## config.mk

```make
export PLATFORM = sky130hd
export DESIGN_NAME = gtx_rx_block_lock
export DESIGN_NICKNAME = d
export VERILOG_FILES = /design/src/rtl/eth_pcs_pkg.sv /design/src/rtl/gtx_rx_block_lock.sv
export SDC_FILE = /design/constraint.sdc
export NUM_CORES = 1
export LEC_CHECK = 0
export ABC_AREA = 1
export CORE_AREA = 2 2 60 62
export DETAILED_ROUTE_END_ITERATION = 10
export DIE_AREA = 0 0 62 64
export PLACE_DENSITY = 0.75
export RECOVER_POWER = 25
export SETUP_SLACK_MARGIN = 0.4
export SKIP_CTS_REPAIR_TIMING = 1
export SLEW_MARGIN = 10
export SYNTH_ARGS = -nofsm -noshare
export SYNTH_HDL_FRONTEND = slang
export SYNTH_SLANG_ARGS = --single-unit
```

## constraint.sdc

```tcl
create_clock -name i_clk -period 2.76 [get_ports i_clk]
set_input_delay 0.552 -clock i_clk [delete_from_list [all_inputs] [get_ports i_clk]]
set_output_delay 0.552 -clock i_clk [all_outputs]
set_load 0.01 [all_outputs]
```

## src/rtl/eth_pcs_pkg.sv

```systemverilog
// Shared 64b/66b PCS definitions: sync-header codes, header validity check, block-lock states.
// Latency: n/a (types and pure functions only).
// Backpressure: n/a.
package eth_pcs_pkg;

    // 64b/66b sync header codes; the other two codes never appear on an aligned lane.
    localparam logic [1:0] SH_DATA = 2'b01;
    localparam logic [1:0] SH_CTRL = 2'b10;

    // Block-lock FSM states; the encoding is exported on the debug bus.
    typedef enum logic [1:0] {
        HUNT      = 2'd0,
        SLIP_WAIT = 2'd1,
        LOCKED    = 2'd2
    } block_lock_state_t;

    // A header is valid only if it is one of the two legal sync codes.
    function automatic logic sh_is_valid(input logic [1:0] header);
        return (header == SH_DATA) || (header == SH_CTRL);
    endfunction

endpackage

```

## src/rtl/gtx_rx_block_lock.sv

```systemverilog
// 64b/66b block-lock FSM: slips the GTX RX gearbox until sync headers align, then monitors header errors.
// Latency: 1 cycle from the header-valid cycle to o_rxslip / o_block_lock response; all outputs registered.
// Backpressure: none; every header-valid cycle is consumed, headers during a slip wait are discarded.
//
// Ports:
//   i_clk            RX user clock (lane header domain)
//   i_rst_n          synchronous active-low reset
//   i_rx_header      2-bit sync header from the GTX
//   i_rx_headervalid i_rx_header qualifier
//   o_rxslip         single-cycle slip request to the GTX
//   o_block_lock     high while block lock is held
//   o_state          current FSM state (debug bus)
//   o_slip_count     saturating count of slips issued since reset
module gtx_rx_block_lock
    import eth_pcs_pkg::*;
#(
    parameter int LOCK_COUNT       = 64,
    parameter int BAD_WINDOW       = 64,
    parameter int BAD_LIMIT        = 16,
    parameter int SLIP_WAIT_CYCLES = 32,
    parameter int SLIP_CNT_WIDTH   = 8
) (
    input  logic                      i_clk,
    input  logic                      i_rst_n,
    input  logic [1:0]                i_rx_header,
    input  logic                      i_rx_headervalid,
    output logic                      o_rxslip,
    output logic                      o_block_lock,
    output logic [1:0]                o_state,
    output logic [SLIP_CNT_WIDTH-1:0] o_slip_count
);

    // ------------------------------------------------------------------
    // Elaboration-time parameter sanity
    // ------------------------------------------------------------------
    generate
        if (LOCK_COUNT <= 0 || BAD_WINDOW <= 0 || BAD_LIMIT <= 0 ||
            SLIP_WAIT_CYCLES <= 0 || SLIP_CNT_WIDTH <= 0) begin : g_bad_zero
            $error("gtx_rx_block_lock: count parameters must be non-zero");
        end
        if (BAD_LIMIT > BAD_WINDOW) begin : g_bad_limit
            $error("gtx_rx_block_lock: BAD_LIMIT must not exceed BAD_WINDOW");
        end
    endgenerate

    // sh_cnt serves both the HUNT run length and the LOCKED window, so it is
    // sized for whichever limit is larger.
    localparam int SH_MAX = (LOCK_COUNT > BAD_WINDOW) ? LOCK_COUNT : BAD_WINDOW;
    localparam int SH_W   = $clog2(SH_MAX) + 1;
    localparam int BAD_W  = $clog2(BAD_LIMIT) + 1;
    localparam int WAIT_W = $clog2(SLIP_WAIT_CYCLES) + 1;

    localparam logic [SH_W-1:0]   SH_LOCK_LAST  = SH_W'(LOCK_COUNT);
    localparam logic [SH_W-1:0]   SH_WIN_LAST   = SH_W'(BAD_WINDOW);
    localparam logic [BAD_W-1:0]  BAD_LAST      = BAD_W'(BAD_LIMIT);
    localparam logic [WAIT_W-1:0] WAIT_LAST     = WAIT_W'(SLIP_WAIT_CYCLES - 1);

    // ------------------------------------------------------------------
    // State
    // ------------------------------------------------------------------
    block_lock_state_t         state_q;
    logic [SH_W-1:0]           sh_cnt_q;
    logic [BAD_W-1:0]          bad_cnt_q;
    logic [WAIT_W-1:0]         wait_cnt_q;
    logic                      rxslip_q;
    logic                      lock_q;
    logic [SLIP_CNT_WIDTH-1:0] slip_cnt_q;

    // ------------------------------------------------------------------
    // Next-value helpers
    // ------------------------------------------------------------------
    logic                      hdr_ok;
    logic [SH_W-1:0]           sh_cnt_d;
    logic [BAD_W-1:0]          bad_cnt_d;
    logic [SLIP_CNT_WIDTH-1:0] slip_cnt_d;

    always_comb begin
        hdr_ok    = sh_is_valid(i_rx_header);
        // Neither counter can wrap: both are cleared on reaching their limit.
        sh_cnt_d  = sh_cnt_q + SH_W'(1);
        bad_cnt_d = bad_cnt_q + BAD_W'(!hdr_ok);
        // Debug slip counter sticks at all-ones rather than wrapping.
        slip_cnt_d = (&slip_cnt_q) ? slip_cnt_q : slip_cnt_q + SLIP_CNT_WIDTH'(1);
    end

    // ------------------------------------------------------------------
    // FSM with registered outputs
    // ------------------------------------------------------------------
    always_ff @(posedge i_clk) begin
        if (!i_rst_n) begin
            state_q    <= HUNT;
            sh_cnt_q   <= '0;
            bad_cnt_q  <= '0;
            wait_cnt_q <= '0;
            rxslip_q   <= 1'b0;
            lock_q     <= 1'b0;
            slip_cnt_q <= '0;
        end else begin
            // o_rxslip is a pulse: only the slip-issuing branches re-assert it.
            rxslip_q <= 1'b0;

            case (state_q)
                HUNT: begin
                    if (i_rx_headervalid) begin
                        if (hdr_ok) begin
                            if (sh_cnt_d == SH_LOCK_LAST) begin
                                state_q   <= LOCKED;
                                lock_q    <= 1'b1;
                                sh_cnt_q  <= '0;
                                bad_cnt_q <= '0;
                            end else begin
                                sh_cnt_q <= sh_cnt_d;
                            end
                        end else begin
                            state_q    <= SLIP_WAIT;
                            rxslip_q   <= 1'b1;
                            sh_cnt_q   <= '0;
                            bad_cnt_q  <= '0;
                            wait_cnt_q <= '0;
                            slip_cnt_q <= slip_cnt_d;
                        end
                    end
                end

                SLIP_WAIT: begin
                    // The slip pulse cycle is wait count 0, so the hold-off spans
                    // exactly SLIP_WAIT_CYCLES cycles including the pulse.
                    // Headers arriving here belong to the old alignment; drop them.
                    if (wait_cnt_q == WAIT_LAST) begin
                        state_q    <= HUNT;
                        wait_cnt_q <= '0;
                        sh_cnt_q   <= '0;
                        bad_cnt_q  <= '0;
                    end else begin
                        wait_cnt_q <= wait_cnt_q + WAIT_W'(1);
                    end
                end

                LOCKED: begin
                    if (i_rx_headervalid) begin
                        // Loss of lock is tested first so it wins when the
                        // window-closing header is also the last allowed bad one.
                        if (bad_cnt_d == BAD_LAST) begin
                            state_q    <= SLIP_WAIT;
                            lock_q     <= 1'b0;
                            rxslip_q   <= 1'b1;
                            sh_cnt_q   <= '0;
                            bad_cnt_q  <= '0;
                            wait_cnt_q <= '0;
                            slip_cnt_q <= slip_cnt_d;
                        end else if (sh_cnt_d == SH_WIN_LAST) begin
                            sh_cnt_q  <= '0;
                            bad_cnt_q <= '0;
                        end else begin
                            sh_cnt_q  <= sh_cnt_d;
                            bad_cnt_q <= bad_cnt_d;
                        end
                    end
                end

                default: begin
                    // Unused encoding: recover to a clean hunt.
                    state_q    <= HUNT;
                    lock_q     <= 1'b0;
                    sh_cnt_q   <= '0;
                    bad_cnt_q  <= '0;
                    wait_cnt_q <= '0;
                end
            endcase
        end
    end

    assign o_rxslip     = rxslip_q;
    assign o_block_lock = lock_q;
    assign o_state      = state_q;
    assign o_slip_count = slip_cnt_q;

endmodule

```

==> results.tsv, run 1 <==
stage	metric	value	unit
run_status	run status	complete, no violations	
detailed_routing	DR vias/cell	5.17	
detailed_routing	DRT Pass-1 Iters	4	
cells_and_area	nets@finish	291	
clock_tree	Clock Path Buffers	2	
timing	fmax	431	MHz
worst_setup_path	RR Startpoint	bad_cnt_q[0]	
floorplanning	Die Y-Extent	64	um
worst_setup_path	FF-to-FF End	o_block_lock	
clock_tree	Worst-path clk slew	90	ps
clock_tree	CTS Root Cell	clkbuf_4	
placed_design	Cells after DPL	318	
synth	Yosys Warn Count	0	
placed_design	post-placement worst setup slack	-102	ps
synth	largest family of logic cells by synthesized area	simple AND/OR/NAND/NOR gates	
flow_run	MaxCap Viol Count	0	
timing	worst-margin pin slew	631	ps
detailed_routing	average wire per standard cell	12.1	um
synth	post-synthesis sequential area ratio	33.9	%
floorplanning	initial core utilization	53.9	%
global_routing	global route hottest layer	met2	
synth	Cells after Synth	253	
placed_design	Final HPWL DP	2.59	mm
detailed_routing	Post-Route WL	3.96	mm
power	Leak	0.943	nW
global_routing	met3 usage	7.09	%
cells_and_area	antenna diode count	0	
worst_setup_path	worst-path fanout max	4	
worst_setup_path	WP data arrival	2550	ps
min_path	Hold Path Depth	2	
timing	relative slew slack	57.8	%
global_routing	first-pass GRT wire length	6.35	mm
worst_setup_path	Setup crit start kind	input port	
detailed_routing	Detailed Route Iter0 Violations	111	
clock_tree	TritonCTS sink count	30	
global_routing	GRT overflow	0	
worst_setup_path	Largest stage delay, worst path	230	ps
cells_and_area	post-layout util	66.4	%
power	Pwr per Cell Area	628	nW/um^2
global_routing	number of global-route vias before repair	1517	
global_routing	GRT Overall Usage	21.1	%
power	Pint	0.804	mW
timing	RSZ-0062 raised after global routing	no	
synth	flops & latches, synth	30	
synth	Post-Synth Adder-Cell Area	3.54	%
worst_setup_path	Req. time, crit path	2990	ps
min_path	worst hold path type	reg -> reg	
synth	EDFF count, synth	0	
timing	PnR worst setup slack	441	ps
placed_design	Port Buf Inserts	16	
cells_and_area	final non-filler cell total	328	
worst_setup_path	CP max-delay cell	ha_1	
power	Sw Pwr	0.564	mW
worst_setup_path	reg2reg setup slack	780	ps
power	Sequential Power Share	38.9	%
clock_tree	Worst-Skew Late Latency	340	ps
clock_tree	CTS tree	built	
cells_and_area	synth-to-layout area growth	23.3	%
cells_and_area	share of layout cells above drive strength 1	19.9	%
power	clock share of power	20.9	%
min_path	WHS Endpoint	sh_cnt_q[4]	
worst_setup_path	cells on worst reg2reg path	12	
global_routing	met1 GRT Util	28.1	%
worst_setup_path	CP most frequent cell	nand2_1	
worst_setup_path	cells along the critical path	dlymetal6s2s_1 > inv_1 > or2_0 > nand2_1 > inv_2 > ha_1 > ha_4 > nand2_2 > nand2_2 > nor2_2 > nand3_2 > nand2_1 > buf_6 > nand2_1 > o21ai_1 > nor2_1	
worst_setup_path	Worst Setup End Kind	flop	
power	Final Power	1.37	mW
synth	Async S/R FF share, synth	0	%
floorplanning	Cell Rows	21	
synth	top_reg_cell synth	dfxtp_1	
timing	Final Cycle Share	84.0	%
clock_tree	htree depth	2	
synth	simple-gate share of the synthesized area	38.8	%
global_routing	largest net degree at the start of global routing	17	
timing	post-layout min period	2320	ps
synth	Compound-Gate Fraction of Synth Area	11.6	%
synth	Netlist Area Pre-Place	1770	sq um
timing	setup_tns	0	ps
worst_setup_path	WS Path Type	in -> reg	
placed_design	GP Congestion	0.792	
detailed_routing	DRC Markers	0	
power	Worst IR Drop VDD	0.000337	V
global_routing	initial antenna violation count	0	
timing	final hold vios	0	
timing	Final Setup Violations	0	
floorplanning	IO Count	17	
cells_and_area	FILL cells	304	
synth	fraction of synthesized cell area in xor and xnor cells	3.96	%
floorplanning	die width	62	um
power	sw frac	41.2	%
detailed_routing	antenna-violating nets left	0	
global_routing	GR Util met2	30.6	%
min_path	Hold Startpoint	sh_cnt_q[4]	
timing	max-slew violations	0	
floorplanning	placeable core area	3280	sq um
floorplanning	die area	3970	sq um
synth	Mapped Nets	263	
synth	multiplexer share of the synthesized area	0	%
clock_tree	TritonCTS Buffers	5	
synth	Yosys cell types	27	
detailed_routing	via count	1696	
power	combinational group share of total power	40.2	%
timing	Final Skew	9.95	ps
synth	syn avg cell area	6.99	sq um
==> metal layers <==
| layer | vias up | wire length, um |
|---|---|---|
| li1 | 883 | - |
| met1 | 780 | 1850 |
| met2 | 28 | 1900 |
| met3 | 5 | 156 |
| met4 | 0 | 53 |
| met5 | - | 0 |
==> sequential cells by signal, indices dropped and copies added, names as in the netlist <==
signal and flops:
bad_cnt_q 5, sh_cnt_q 7, o_block_lock 1, wait_cnt_q 6, o_rxslip 1, o_slip_count 8
o_state 2
==> cells in the mapped netlist, types with 2 or more instances <==
cell	n	area, sq um
o21ai_0	2	10.0
nor2_4	4	45.0
nand3b_1	2	15.0
or2_2	2	12.5
dfxtp_1	30	601
o21ai_1	5	25.0
nand4_1	8	50.1
nor3_1	4	20.0
nand2_4	4	45.0
inv_2	4	15.0
nand3_1	22	110
clkbuf_1	2	7.51
inv_1	28	105
xor2_1	8	70.1
nand2_2	7	43.8
nor2_1	24	90.1
ha_1	5	62.6
nand2_1	58	218
a21oi_1	26	130
==> worst max-delay path by stage <==
| stage | startpoint | to | slack (ps) | depth (start not counted) |
|---|---|---|---|---|
| 2_1_floorplan | i_rx_header[1] | o_slip_count[6] | 460 | 16 |
| 6_report | i_rx_header[1] | o_block_lock | 440 | 16 |
| 5_1_grt | i_rx_header[1] | o_block_lock | 370 | 16 |
| 3_3_place_gp | i_rx_header[1] | o_slip_count[5] | 4 | 17 |
| 3_5_place_dp | i_rx_header[1] | o_slip_count[6] | -100 | 17 |
| 4_1_cts | i_rx_header[1] | o_slip_count[2] | 260 | 17 |
==> layout make-up <==
class	instances	area, sq um	area share [%]
timing repair inverter	1	6.26	0.287
multi-input combinational	187	1090	50.2
clock inverter	1	5.00	0.229
timing repair buffer	23	225	10.3
tap	46	57.6	2.64
clock buffer	7	55.1	2.52
inverter	33	136	6.25
sequential	30	601	27.5
==> cells in the final DEF (no fill, tap or decap), types with 2 or more instances in the layout <==
master           count
nand2_1             52
dfxtp_1             30
a21oi_1             26
inv_1               25
nor2_1              23
nand3_1             20
nand2_2             11
xor2_1               8
nand4_1              8
dlygate4sd3_1        8
inv_2                7
clkdlybuf4s50_1      6
clkbuf_4             5
buf_4                5
o21ai_1              4
nor2_4               4
nand2_4              4
nor3_1               4
ha_1                 4
nand3_2              3
nand2_8              2
o21ai_0              2
nand3b_1             2
or2_2                2
dlymetal6s2s_1       2
buf_6                2
==> power by group through the flow <==
| stage | logic (mW) | registers [mW] | clock network (mW) |
|---|---|---|---|
| 2_1_floorplan | 0.318 | 0.534 | 0 |
| 3_3_place_gp | 0.451 | 0.536 | 0 |
| 3_5_place_dp | 0.461 | 0.539 | 0 |
| 4_1_cts | 0.463 | 0.529 | 0.292 |
| 5_1_grt | 0.609 | 0.541 | 0.312 |
| 6_report | 0.550 | 0.533 | 0.285 |
==> stage by stage <==
stage                     hold WS (ps)  cell area [sq um]
after CTS                          491               2070
after detailed placement           477               2010
after floorplan                    453               1770
after global placement             467               2010
final                              486               2180
after global routing               509               2180
==> worst max-delay path: cells and delay by family <==
kind	cells	cell delay [ps]
AO/OA/AOI/OAI	1	210
adder cells (fa/ha/maj)	2	430
buffers and inverters	4	320
AND/OR/NAND/NOR	9	1040
==> logic make-up after synthesis <==
kind of cell,count (synthesis)
buffers and inverters,36
xor gates and xnor gates,8
adders and majority gates,5
DFF,30
AOI/OAI and AO/OA,36
and+or+nand+nor,138
Power figures use the tool's default switching activity.
==> inputs of run 2 (changes only) <==
--- a/config.mk
+++ b/config.mk
@@ -6,10 +6,10 @@
 export NUM_CORES = 1
 export LEC_CHECK = 0
 export ABC_AREA = 1
-export CORE_AREA = 2 2 60 62
+export CORE_AREA = 2 2 62 64
 export DETAILED_ROUTE_END_ITERATION = 10
-export DIE_AREA = 0 0 62 64
-export PLACE_DENSITY = 0.75
+export DIE_AREA = 0 0 64 66
+export PLACE_DENSITY = 0.74
 export RECOVER_POWER = 25
 export SETUP_SLACK_MARGIN = 0.4
 export SKIP_CTS_REPAIR_TIMING = 1
==> constraint.sdc (replaced) <==
create_clock -name i_clk -period 1.92 [get_ports i_clk]
set_input_delay 0.384 -clock i_clk [delete_from_list [all_inputs] [get_ports i_clk]]
set_output_delay 0.384 -clock i_clk [all_outputs]
set_load 0.01 [all_outputs]
==> run 2 against run 1 <==
Effect of this change:
- core utilization rose by 1.7 points
- largest power group unchanged
- clock skew rose by 1.8 ps
- register-to-register slack got worse by 590 ps
- via count rose by 1.8%
- critical path type unchanged
==> results.tsv, run 2 (synthesis results as in run 1) <==
stage	metric	value	unit
placed_design	Port Buf Inserts	16	
detailed_routing	Post-Route WL	4.09	mm
clock_tree	Worst-path clk slew	100	ps
global_routing	initial antenna violation count	0	
global_routing	first-pass GRT wire length	6.33	mm
worst_setup_path	Setup crit start kind	input port	
cells_and_area	FILL cells	287	
placed_design	Cells after DPL	322	
floorplanning	placeable core area	3550	sq um
timing	RSZ-0062 raised after global routing	yes	
worst_setup_path	reg2reg setup slack	190	ps
floorplanning	IO Count	17	
worst_setup_path	worst-path fanout max	8	
detailed_routing	antenna-violating nets left	0	
worst_setup_path	WP data arrival	2070	ps
clock_tree	Clock Path Buffers	2	
timing	post-layout min period	1870	ps
worst_setup_path	crit path buf inv count	5	
timing	max-slew violations	0	
detailed_routing	average wire per standard cell	12.0	um
worst_setup_path	FF-to-FF End	o_slip_count[4]	
timing	relative slew slack	46.2	%
floorplanning	die width	64	um
cells_and_area	multi-input logic area	1210	sq um
timing	final hold vios	0	
timing	Final Skew	11.7	ps
cells_and_area	most frequent cells in the layout	nand2_1, nor2_1, inv_1, nand3_1, dfxtp_1	
cells_and_area	synth-to-layout area growth	36.6	%
cells_and_area	antenna diode count	0	
floorplanning	initial core utilization	49.8	%
timing	Final Setup Violations	0	
min_path	worst hold path type	reg -> reg	
timing	fmax	535	MHz
floorplanning	Cell Rows	22	
detailed_routing	DR vias/cell	5.08	
timing	Final Cycle Share	97.4	%
timing	setup_tns	0	ps
cells_and_area	share of layout cells above drive strength 1	33.6	%
clock_tree	htree depth	2	
cells_and_area	register area	621	sq um
placed_design	Final HPWL DP	2.64	mm
timing	worst-margin pin slew	806	ps
flow_run	MaxCap Viol Count	0	
clock_tree	Worst-Skew Late Latency	340	ps
global_routing	largest net degree at the start of global routing	22	
min_path	Hold Path Depth	2	
power	Leak	1.09	nW
floorplanning	die area	4220	sq um
worst_setup_path	family with the most delay on the worst path	simple AND/OR/NAND/NOR gates	
cells_and_area	most common cell after layout, fill and taps aside	nand2_1	
worst_setup_path	RR Startpoint	bad_cnt_q[0]	
min_path	Hold Startpoint	o_slip_count[1]	
timing	final hold slack	472	ps
worst_setup_path	Largest stage delay, worst path	210	ps
clock_tree	TritonCTS Buffers	5	
floorplanning	Die Y-Extent	66	um
worst_setup_path	cells along the critical path	buf_6 > inv_2 > or2_0 > nand2_1 > inv_2 > ha_4 > ha_4 > inv_2 > nand2_2 > nor2_1 > nand3_1 > nand2_2 > nand2_4 > inv_8 > nand2_8 > nand2_2 > a21oi_2	
power	Pwr per Cell Area	900	nW/um^2
cells_and_area	final non-filler cell total	340	
power	Final Power	2.18	mW
min_path	WHS Endpoint	o_slip_count[1]	
global_routing	number of global-route vias before repair	1467	
worst_setup_path	cells on worst reg2reg path	12	
worst_setup_path	WS Path Type	in -> reg	
power	Worst IR Drop VDD	0.000581	V
worst_setup_path	Critical Path Start	i_rx_header[1]	
detailed_routing	DRC Markers	0	
global_routing	GRT overflow	0	
detailed_routing	DRT Pass-1 Iters	4	
cells_and_area	max FFs per register	8	
run_status	run status	complete, no violations	
placed_design	GP Congestion	0.801	
cells_and_area	nets@finish	302	
global_routing	GRT Overall Usage	19.4	%
worst_setup_path	Worst Setup End Kind	flop	
clock_tree	CTS tree	built	
clock_tree	TritonCTS sink count	30	
worst_setup_path	Req. time, crit path	2120	ps
worst_setup_path	CP max-delay cell	ha_4	
clock_tree	CTS Root Cell	clkbuf_4	
detailed_routing	via count	1727	
detailed_routing	Detailed Route Iter0 Violations	72	
-- run 2: changes by cell type in the layout (fill, tap and decap cells not counted), sizes merged --
cell	delta
clkdlybuf4s50	-2
dlymetal6s2s	+3
bufinv	+1
buf	+12
clkdlybuf4s25	+5
inv	+1
clkinv	-2
dlygate4sd3	-8
-- run 2: where the power goes --
part | leakage (nW) | internal, mW | switching (mW)
clock network | 0.0443 | 0.303 | 0.221
logic | 0.793 | 0.352 | 0.522
registers | 0.249 | 0.692 | 0.0868
-- run 2: final cells by class --
class | count | area share [%]
timing repair inverter | 1 | 0.259
multi-input combinational | 187 | 50.1
sequential | 30 | 25.7
clock inverter | 1 | 1.24
tap | 48 | 2.48
clock buffer | 6 | 2.12
timing repair buffer | 34 | 12.7
inverter | 33 | 5.43
-- run 2: worst reg2reg max path, cell delays in order, from the launching register on --
cell	delay, ps
dfxtp_1	390
ha_4	170
ha_4	190
inv_2	50
nand2_2	40
nor2_1	120
nand3_1	100
nand2_2	100
nand2_4	100
inv_8	100
nand2_8	100
nand2_2	90
a21oi_2	50
-- run 2: worst max path at each step --
stage	to	slack, ps	cells past startpoint
CTS	wait_cnt_q[5]	-280	17
floorplan	o_slip_count[2]	-60	15
global placement	wait_cnt_q[4]	-640	17
global route	sh_cnt_q[4]	-50	17
finish	o_slip_count[4]	50	17
detailed placement	wait_cnt_q[5]	-660	17
-- run 2: per-stage QoR --
stage / util, % / setup WS, ps / instance area, sq um
2_1_floorplan: - / -59.7 / 1800
3_3_place_gp: 58.1 / -639 / 2060
3_5_place_dp: 58.1 / -663 / 2060
4_1_cts: 60.4 / -283 / 2140
5_1_grt: 68.1 / -47.2 / 2420
6_report: 68.1 / 50.7 / 2420
-- run 2: routing by layer --
| layer | up-vias | share of wire [%] | GRT usage [%] |
|---|---|---|---|
| met2 | 34 | 48 | 32.0 |
| met4 | 0 | 2.3 | 8.97 |
| li1 | 895 | - | - |
| met5 | - | 0 | 0 |
| met1 | 790 | 46 | 23.4 |
| met3 | 8 | 3.9 | 5.11 |
